File: src/rtl/pong_ball_motion.sv
// Pong ball-motion controller: serve, flight, wall bounce, paddle hits,
// scoring pulses and per-hit speed-up of the step interval.
module pong_ball_motion #(
    parameter int          SCREEN_W       = 1024,
    parameter int          SCREEN_H       = 768,
    parameter int          BALL_SIZE      = 16,
    parameter int          PAD_W          = 16,
    parameter int          PAD_H          = 96,
    parameter int          PAD_L_X        = 16,
    parameter int          PAD_R_X        = 992,
    parameter logic [19:0] INTERVAL_START = 20'h80000,
    parameter logic [19:0] INTERVAL_MIN   = 20'h00800,
    parameter int          SPEED_SHIFT    = 3
) (
    input  logic        pclk,
    input  logic        rst,
    input  logic        serve,
    input  logic        serve_dir,
    input  logic [11:0] serve_ypos,
    input  logic        abort,
    input  logic [11:0] pad_l_ypos,
    input  logic [11:0] pad_r_ypos,
    output logic [11:0] xpos,
    output logic [11:0] ypos,
    output logic        moving,
    output logic        score_l,
    output logic        score_r,
    output logic [3:0]  speed_level
);

    localparam logic [11:0] X_MID  = 12'((SCREEN_W - BALL_SIZE) / 2);
    localparam logic [11:0] X_MAX  = 12'(SCREEN_W - BALL_SIZE);
    localparam logic [11:0] Y_MAX  = 12'(SCREEN_H - BALL_SIZE);
    localparam logic [11:0] X_LHIT = 12'(PAD_L_X + PAD_W);
    localparam logic [11:0] X_RHIT = 12'(PAD_R_X - BALL_SIZE);

    typedef enum logic [1:0] {
        S_IDLE   = 2'd0,
        S_MOVING = 2'd1
    } state_t;

    state_t      state_q, state_d;
    logic [11:0] xpos_q, xpos_d;
    logic [11:0] ypos_q, ypos_d;
    logic        dx_q, dx_d;
    logic        dy_q, dy_d;
    logic [19:0] count_q, count_d;
    logic [19:0] interval_q, interval_d;
    logic [3:0]  speed_q, speed_d;
    logic        score_l_q, score_l_d;
    logic        score_r_q, score_r_d;

    logic        dx_n, dy_n, hit, miss;
    logic        ovl_l, ovl_r;
    logic [11:0] park_y;
    logic [19:0] ival_dec;

    assign park_y   = (serve_ypos > Y_MAX) ? Y_MAX : serve_ypos;
    assign ival_dec = interval_q - (interval_q >> SPEED_SHIFT);

    assign ovl_l = (({1'b0, ypos_q} + 13'(BALL_SIZE)) > {1'b0, pad_l_ypos})
                && ({1'b0, ypos_q} < ({1'b0, pad_l_ypos} + 13'(PAD_H)));
    assign ovl_r = (({1'b0, ypos_q} + 13'(BALL_SIZE)) > {1'b0, pad_r_ypos})
                && ({1'b0, ypos_q} < ({1'b0, pad_r_ypos} + 13'(PAD_H)));

    // Next-state: park/serve in IDLE, tick counting and step evaluation in flight
    always_comb begin
        state_d    = state_q;
        xpos_d     = xpos_q;
        ypos_d     = ypos_q;
        dx_d       = dx_q;
        dy_d       = dy_q;
        count_d    = count_q;
        interval_d = interval_q;
        speed_d    = speed_q;
        score_l_d  = 1'b0;
        score_r_d  = 1'b0;
        dx_n       = dx_q;
        dy_n       = dy_q;
        hit        = 1'b0;
        miss       = 1'b0;
        case (state_q)
            S_MOVING: begin
                if (abort) begin
                    state_d = S_IDLE;
                end else if (count_q != interval_q) begin
                    count_d = count_q + 20'd1;
                end else begin
                    count_d = '0;
                    if (!dy_q && ypos_q == '0) begin
                        dy_n = 1'b1;
                    end else if (dy_q && ypos_q == Y_MAX) begin
                        dy_n = 1'b0;
                    end
                    if (!dx_q) begin
                        if (xpos_q == X_LHIT && ovl_l) begin
                            dx_n = 1'b1;
                            hit  = 1'b1;
                        end else if (xpos_q == '0) begin
                            miss      = 1'b1;
                            score_r_d = 1'b1;
                        end
                    end else begin
                        if (xpos_q == X_RHIT && ovl_r) begin
                            dx_n = 1'b0;
                            hit  = 1'b1;
                        end else if (xpos_q == X_MAX) begin
                            miss      = 1'b1;
                            score_l_d = 1'b1;
                        end
                    end
                    dx_d = dx_n;
                    dy_d = dy_n;
                    if (miss) begin
                        state_d    = S_IDLE;
                        xpos_d     = X_MID;
                        ypos_d     = park_y;
                        interval_d = INTERVAL_START;
                        speed_d    = '0;
                    end else begin
                        xpos_d = dx_n ? xpos_q + 12'd1 : xpos_q - 12'd1;
                        ypos_d = dy_n ? ypos_q + 12'd1 : ypos_q - 12'd1;
                        if (hit) begin
                            interval_d = (ival_dec < INTERVAL_MIN) ? INTERVAL_MIN : ival_dec;
                            speed_d    = (speed_q == 4'd15) ? speed_q : speed_q + 4'd1;
                        end
                    end
                end
            end
            default: begin
                state_d    = S_IDLE;
                xpos_d     = X_MID;
                ypos_d     = park_y;
                count_d    = '0;
                interval_d = INTERVAL_START;
                speed_d    = '0;
                if (serve && !abort) begin
                    state_d = S_MOVING;
                    dx_d    = serve_dir;
                    dy_d    = 1'b0;
                end
            end
        endcase
    end

    // State registers with synchronous reset
    always_ff @(posedge pclk) begin
        if (rst) begin
            state_q    <= S_IDLE;
            xpos_q     <= X_MID;
            ypos_q     <= '0;
            dx_q       <= 1'b0;
            dy_q       <= 1'b0;
            count_q    <= '0;
            interval_q <= INTERVAL_START;
            speed_q    <= '0;
            score_l_q  <= 1'b0;
            score_r_q  <= 1'b0;
        end else begin
            state_q    <= state_d;
            xpos_q     <= xpos_d;
            ypos_q     <= ypos_d;
            dx_q       <= dx_d;
            dy_q       <= dy_d;
            count_q    <= count_d;
            interval_q <= interval_d;
            speed_q    <= speed_d;
            score_l_q  <= score_l_d;
            score_r_q  <= score_r_d;
        end
    end

    assign xpos        = xpos_q;
    assign ypos        = ypos_q;
    assign moving      = (state_q == S_MOVING);
    assign score_l     = score_l_q;
    assign score_r     = score_r_q;
    assign speed_level = speed_q;

endmodule

File: config.mk
export PLATFORM = sky130hd
export DESIGN_NAME = pong_ball_motion
export DESIGN_NICKNAME = d
export VERILOG_FILES = /design/src/rtl/pong_ball_motion.sv
export SDC_FILE = /design/constraint.sdc
export NUM_CORES = 1
export LEC_CHECK = 0
export BUFFER_PORTS_ARGS = -buffer_cell sky130_fd_sc_hd__clkbuf_2
export CAP_MARGIN = 20
export CORE_AREA = 2 2 129 131
export DETAILED_ROUTE_END_ITERATION = 12
export DIE_AREA = 0 0 131 133
export SLEW_MARGIN = 15
export SYNTH_ARGS = -nofsm -noshare
export SYNTH_HDL_FRONTEND = slang
export SYNTH_SLANG_ARGS = --single-unit
File: constraint.sdc
create_clock -name pclk -period 6.3 [get_ports pclk]
set_input_delay 0.63 -clock pclk [delete_from_list [all_inputs] [get_ports pclk]]
set_output_delay 0.63 -clock pclk [all_outputs]
set_load 0.02 [all_outputs]
Word-level counts from Yosys, hierarchy flattened

Cells that the tools add are included.

Flip-flop bits (word level): 74
Bits of input ports: 41
Output and inout port bits: 31
Word-level logic and storage cells: 116

Add/subtract/negate cells: 10
Order comparisons: 6
Equality and inequality tests: 12
Mux-type cells: 52
Bitwise operators: 4
Reduce and logical (&&, ||, !) cells: 22

Operators with widths:

| cell                                                                     | number |
|---|---|
| 12-bit 2-to-1 mux                                                        | 8 |
| 20-bit 2-to-1 mux                                                        | 4 |
| 12-bit by 10-bit equality test with 1-bit output (second input constant) | 3 |
| 1-bit 2-to-1 mux                                                         | 33 |
| 12-bit by 7-bit adder with 13-bit output (second input constant)         | 2 |
| 13-bit by 12-bit > comparator with 1-bit output                          | 2 |
| 12-bit by 13-bit < comparator with 1-bit output                          | 2 |
| 12-bit by 1-bit adder with 12-bit output (second input constant)         | 2 |
| 12-bit zero test                                                         | 2 |
| 12-bit by 1-bit subtractor with 12-bit output (second input constant)    | 2 |
| 20-bit by 1-bit adder with 20-bit output (second input constant)         | 1 |
| 20-bit by 12-bit < comparator with 1-bit output (second input constant)  | 1 |
| 20-bit != test                                                           | 1 |
| 20-bit by 17-bit subtractor with 20-bit output                           | 1 |
| 12-bit by 5-bit adder with 13-bit output (second input constant)         | 1 |
| 12-bit by 6-bit equality test with 1-bit output (second input constant)  | 1 |
| 12-bit by 10-bit > comparator with 1-bit output (second input constant)  | 1 |
| 4-bit 2-to-1 mux                                                         | 3 |
| 5-bit OR reduction                                                       | 2 |
| 2-bit 2-to-1 mux                                                         | 4 |
| 1-bit logical AND                                                        | 7 |
| 2-bit != test (second input constant)                                    | 3 |
| 2-bit AND reduction                                                      | 3 |
| 3-bit AND reduction                                                      | 2 |
| other kinds (10)                                                         | 15 |

Depth between registers and ports, before layout

Depth after elaboration: 13
Gate-level depth with buffers: 21
Mapped depth without buffers: 21

Worst setup path before layout

OpenSTA, ideal clock, no wires.

Path kind: register to register
Start point: register ypos_q[4] (netlist: ypos[4])
End point: register xpos_q[11] (netlist: xpos[11])
Library setup time: 79 ps
Data arrival time: 4675 ps
Required time: 6221 ps
Slack: 1546 ps
Stages on the path, launching flop included: 21
Path buffers: 0
Clock period less this slack: 4754 ps
Cells stage by stage: dfxtp_1 ha_1 and4_1 nand2_1 xnor2_1 ha_1 a21o_1 a21oi_1 o211ai_1 or4b_1 nand3_1 nand2_1 ha_1 a211oi_1 o21bai_1 a31oi_1 o21ai_0 o41ai_1 nor4b_1 mux2i_1 o211ai_1

Word-level cells in the longest chain between the ends: 11
Elaborated cells on any way between the ends: 23

RTL lines:

| what                                                               | RTL line | source |
|---|---|---|
| start, declared                                                    | 44       | `logic [11:0] ypos_q, ypos_d;` |
| start signal, assigned                                             | 162      | `ypos_q <= ypos_d;` |
| 12-bit by 5-bit adder with 13-bit output                           | 61, 63   |  |
| 13-bit by 12-bit > comparator with 1-bit output (on tied branches) | 61, 63   |  |
| 1-bit logical AND (on tied branches)                               | 62, 64   |  |
| 1-bit logical AND (on tied branches)                               | 96, 104  |  |
| 1-bit 2-to-1 mux (on tied branches)                                | 96, 104  |  |
| 1-bit 2-to-1 mux                                                   | 95       | `if (!dx_q) begin` |
| 1-bit 2-to-1 mux                                                   | 86       | `end else if (count_q != interval_q) begin` |
| 1-bit 2-to-1 mux                                                   | 84       | `if (abort) begin` |
| 1-bit 2-to-1 mux                                                   | 82       | `case (state_q)` |
| 12-bit 2-to-1 mux                                                  | 121      | `xpos_d = dx_n ? xpos_q + 12'd1 : xpos_q - 12'd1;` |
| 12-bit 2-to-1 mux (*)                                              | 114      | `if (miss) begin` |
| end signal, assigned                                               | 161      | `xpos_q <= xpos_d;` |
| end, declared                                                      | 43       | `logic [11:0] xpos_q, xpos_d;` |

Every way passes the cells marked *; elsewhere a longest branch is shown, timed or not. The select of a mux whose other input is x is not followed.
A chain may end at the register's enable or synchronous reset.

Final worst setup path

Ends and elaborated chain as after synthesis.

==> flow_metrics.py <==
metrics = {
    "run_status": {
        "status": "finished, final reports clean",
    },
    "yosys": {
        "yosys_warnings": 0,
        "ys_ff_latch": 73,
        "synth-main-ff-cell": "dfxtp_1",
        "synth_cell_types": 66,
        "syn_nets": 957,
        "syn_avg_cell_area_um2": 7.98,
        "synth_top_area_share_pct": 22.1,
        "async_reset_ff_share_pct": 0,
        "synth_top_area_cell": "dfxtp_1",
        "synth_edf_count": 0,
        "ys_seq_area_share_pct": 22.1,
        "synth_area_um2": 6620,
        "netlist_instances": 830,
        "synthTopCellsByArea": "dfxtp_1, ha_1, xor2_1, nor2_1, a21oi_1",
    },
    "global_routing": {
        "grt_pass1_wl_um": 28900,
        "antenna_found_initial": 1,
        "grt_usage_pct": 20.8,
        "grt_max_degree": 27,
        "first_global_vias": 5968,
        "overflow": 0,
    },
    "sta": {
        "period_share_pct": 87.9,
        "setup_violations": 0,
        "skew_ps": 8.46,
        "fmax_ghz": 0.181,
        "setup_slack_ps": 764,
        "rsz0062_at_grt": "no",
        "tightest_slew_ps": 968,
        "fin_crit_ps": 5540,
        "final_hold_viol_count": 0,
        "slew_viol_final": 0,
        "setup_tns_ps": 0,
        "maxSlewHeadroom_pct": 35.3,
    },
    "place": {
        "place_ws_ps": 924,
        "dp.cells": 1103,
        "place.gp.congestion": 0.852,
        "portBuffers": 71,
        "place.detailed.hpwl_um": 14100,
    },
    "route": {
        "wire_per_inst_um": 16.1,
        "vias_per_cell": 5.51,
        "first_iter_violations": 320,
        "drc": 0,
        "ant_nets": 0,
        "routed_wirelength_um": 18000,
        "num_vias": 6167,
        "dr.pass1.iters": 4,
    },
    "worst_setup_path": {
        "crit_type": "flop to flop",
        "crit_start": "ypos[4]$_SDFFE_PP0P_",
        "crit_arrival_ps": 5810,
        "reg2regPathDepth": 20,
        "critPathCaptureType": "flop",
        "start_kind": "flop",
        "critPathRequiredTime_ps": 6570,
        "cpMaxStageDelayCell": "o41ai_1",
        "path_cells": "ha_1, and4_1, nand2_1, xnor2_1, ha_1, a21o_1, a21oi_1, o211ai_1, or4b_1, nand3_1, nand2_1, ha_1, a211oi_1, o21bai_1, a31oi_1, o21ai_0, o41ai_1, nor4b_1, mux2i_1, o211ai_1",
        "path_max_fanout": 13,
        "timing.rr.start": "ypos[4]$_SDFFE_PP0P_",
        "cp_common_cell": "ha_1",
        "cpPeakStageDelay_ps": 560,
        "r2r_setup_slack_ps": 760,
    },
    "cells_and_area": {
        "final_core_util_pct": 46.5,
        "area_delta_synth_final_pct": 13.5,
        "drive_above_1_share_pct": 12.6,
        "fin_cells": 1119,
        "antenna_cells": 0,
        "fin_nets": 1021,
    },
    "clocking": {
        "clkTransAtPathRegs_ps": 60,
        "cts_tree": "built",
        "clock_latency_ps": 340,
        "cts_root_buffer": "clkbuf_16",
        "cts-buffers-inserted": 9,
        "cts_hold_buf": 0,
        "numClockSinks": 73,
        "post_cts_resized": 0,
        "clockBufferDepth": 2,
        "htreeDepth": 3,
        "postCtsSetupBuffers": 0,
    },
    "floorplanning": {
        "initial_core_util_pct": 41.0,
        "die_w_um": 131,
        "num_rows": 47,
        "die_h_um": 133,
        "core_um2": 16200,
        "die-area_um2": 17400,
        "ioPinCount": 72,
    },
    "min_path": {
        "hp-start": "dy_q$_SDFFE_PP0P_",
        "hp-class": "flop to flop",
        "hold_path_depth": 2,
    },
    "power_and_ir_drop": {
        "ir_drop_v": 0.000130,
        "pwr_density_cell_nw_per_um2": 175,
        "leakagePower_nw": 3.40,
        "power.total_mw": 1.31,
    },
    "run": {
        "drv_cap": 0,
    },
}
## path summary, 6_finish.rpt
kind,end
hold reg to reg,dy_q$_SDFFE_PP0P_
setup reg to reg,xpos[11]$_SDFFE_PP0P_
hold / removal,dy_q$_SDFFE_PP0P_
setup / recovery,xpos[11]$_SDFFE_PP0P_
## state kept, by name, summed over array words and instances (netlist names)
register,flops
count_q,20
interval_q,20
xpos,12
ypos,12
speed_level,4
dx_q,1
dy_q,1
score_l,1
score_r,1
state_q,1
## cells in the mapped netlist, drive strengths merged (4+ instances only)
master and count:
nor4 10, a211oi 15, a22o 4, a21oi 56, o21a 9, o21ai 37, nand2 50, a21o 23
nand4 11, xor2 48, ha 83, and2 5, dfxtp 73, nor2 81, o21bai 7, mux2i 7
clkbuf 14, o31ai 7, a22oi 5, or3 6, o31a 4, nand3 40, buf 6, and4 4
or2 5, nor2b 9, or4 5, o32ai 12, inv 63, nor3 19, a31oi 10, xnor2 30
o211ai 6, and3 14, nand2b 10
## layout by cell type (no fill, tap or decap), types with 4 or more instances in the layout
master / n
xnor2_1: 30
o31a_1: 4
o31ai_2: 4
a21o_1: 23
o21a_1: 9
o21bai_1: 7
o21ai_0: 31
ha_1: 83
dfxtp_1: 73
or3_1: 6
or2_2: 4
a211oi_1: 15
inv_1: 63
o32ai_1: 5
o32ai_2: 7
nor4_1: 10
nor2_1: 81
and2_1: 4
nand3_1: 40
a21oi_1: 56
and3_1: 14
nand4_1: 11
nor3_1: 19
nand2b_1: 10
a22o_1: 4
clkbuf_2: 71
a22oi_1: 5
nand2_1: 48
nor2b_1: 9
or4_1: 5
xor2_1: 48
a31oi_1: 10
mux2i_1: 7
o211ai_1: 6
and4_1: 4
o21ai_1: 6
clkbuf_16: 9
## power breakdown
group	switching (mW)	total, mW	leakage (nW)	internal, mW
clock network	0.213	0.600	0.170	0.388
logic	0.130	0.230	2.64	0.0998
registers	0.0167	0.484	0.591	0.467
total	0.360	1.31	3.40	0.955
## metrics by stage
step                hold WS, ps  area (µm²)
floorplan                   466        6620
global placement            499        7170
detailed placement          501        7170
CTS                         512        7520
global route                533        7520
finish                      505        7520
## cell type report
| type | count | area (µm²) |
|---|---|---|
| fillers | 1645 | 8650 |
| multi-input cells | 674 | 4830 |
| flip-flops and latches | 73 | 1460 |
| repair buffers | 73 | 370 |
| well taps | 220 | 275 |
| inverters | 63 | 236 |
| clock buffers | 9 | 225 |
| clock inverters | 7 | 118 |
## critical path: cells and delay by family, from the launching register on
family                   cells  cell delay [ps]
adder cells (fa/ha/maj)      3             1020
XOR/XNOR                     1              260
AO/OA/AOI/OAI                9             1860
multiplexers                 1              120
AND/OR/NAND/NOR              6             1680
flip-flops                   1              520
## metal layers
layer	vias to the layer above	GRT usage [%]	routed length [µm]
li1	3173	-	-
met1	2836	25.8	8130
met2	119	36.0	8770
met3	37	2.67	611
met4	2	8.45	467
met5	-	0	15
## kinds of logic after synthesis
family                   after synthesis  share of synthesized area (%)
AND/OR/NAND/NOR                      280                           21.2
AO/OA/AOI/OAI                        223                           23.8
flip-flops                            73                           22.1
adder cells (fa/ha/maj)               86                           16.6
XOR/XNOR                              78                           10.3
multiplexers                           7                           1.06
buffers and inverters                 83                           4.99
(Power assumes the default switching activity.)
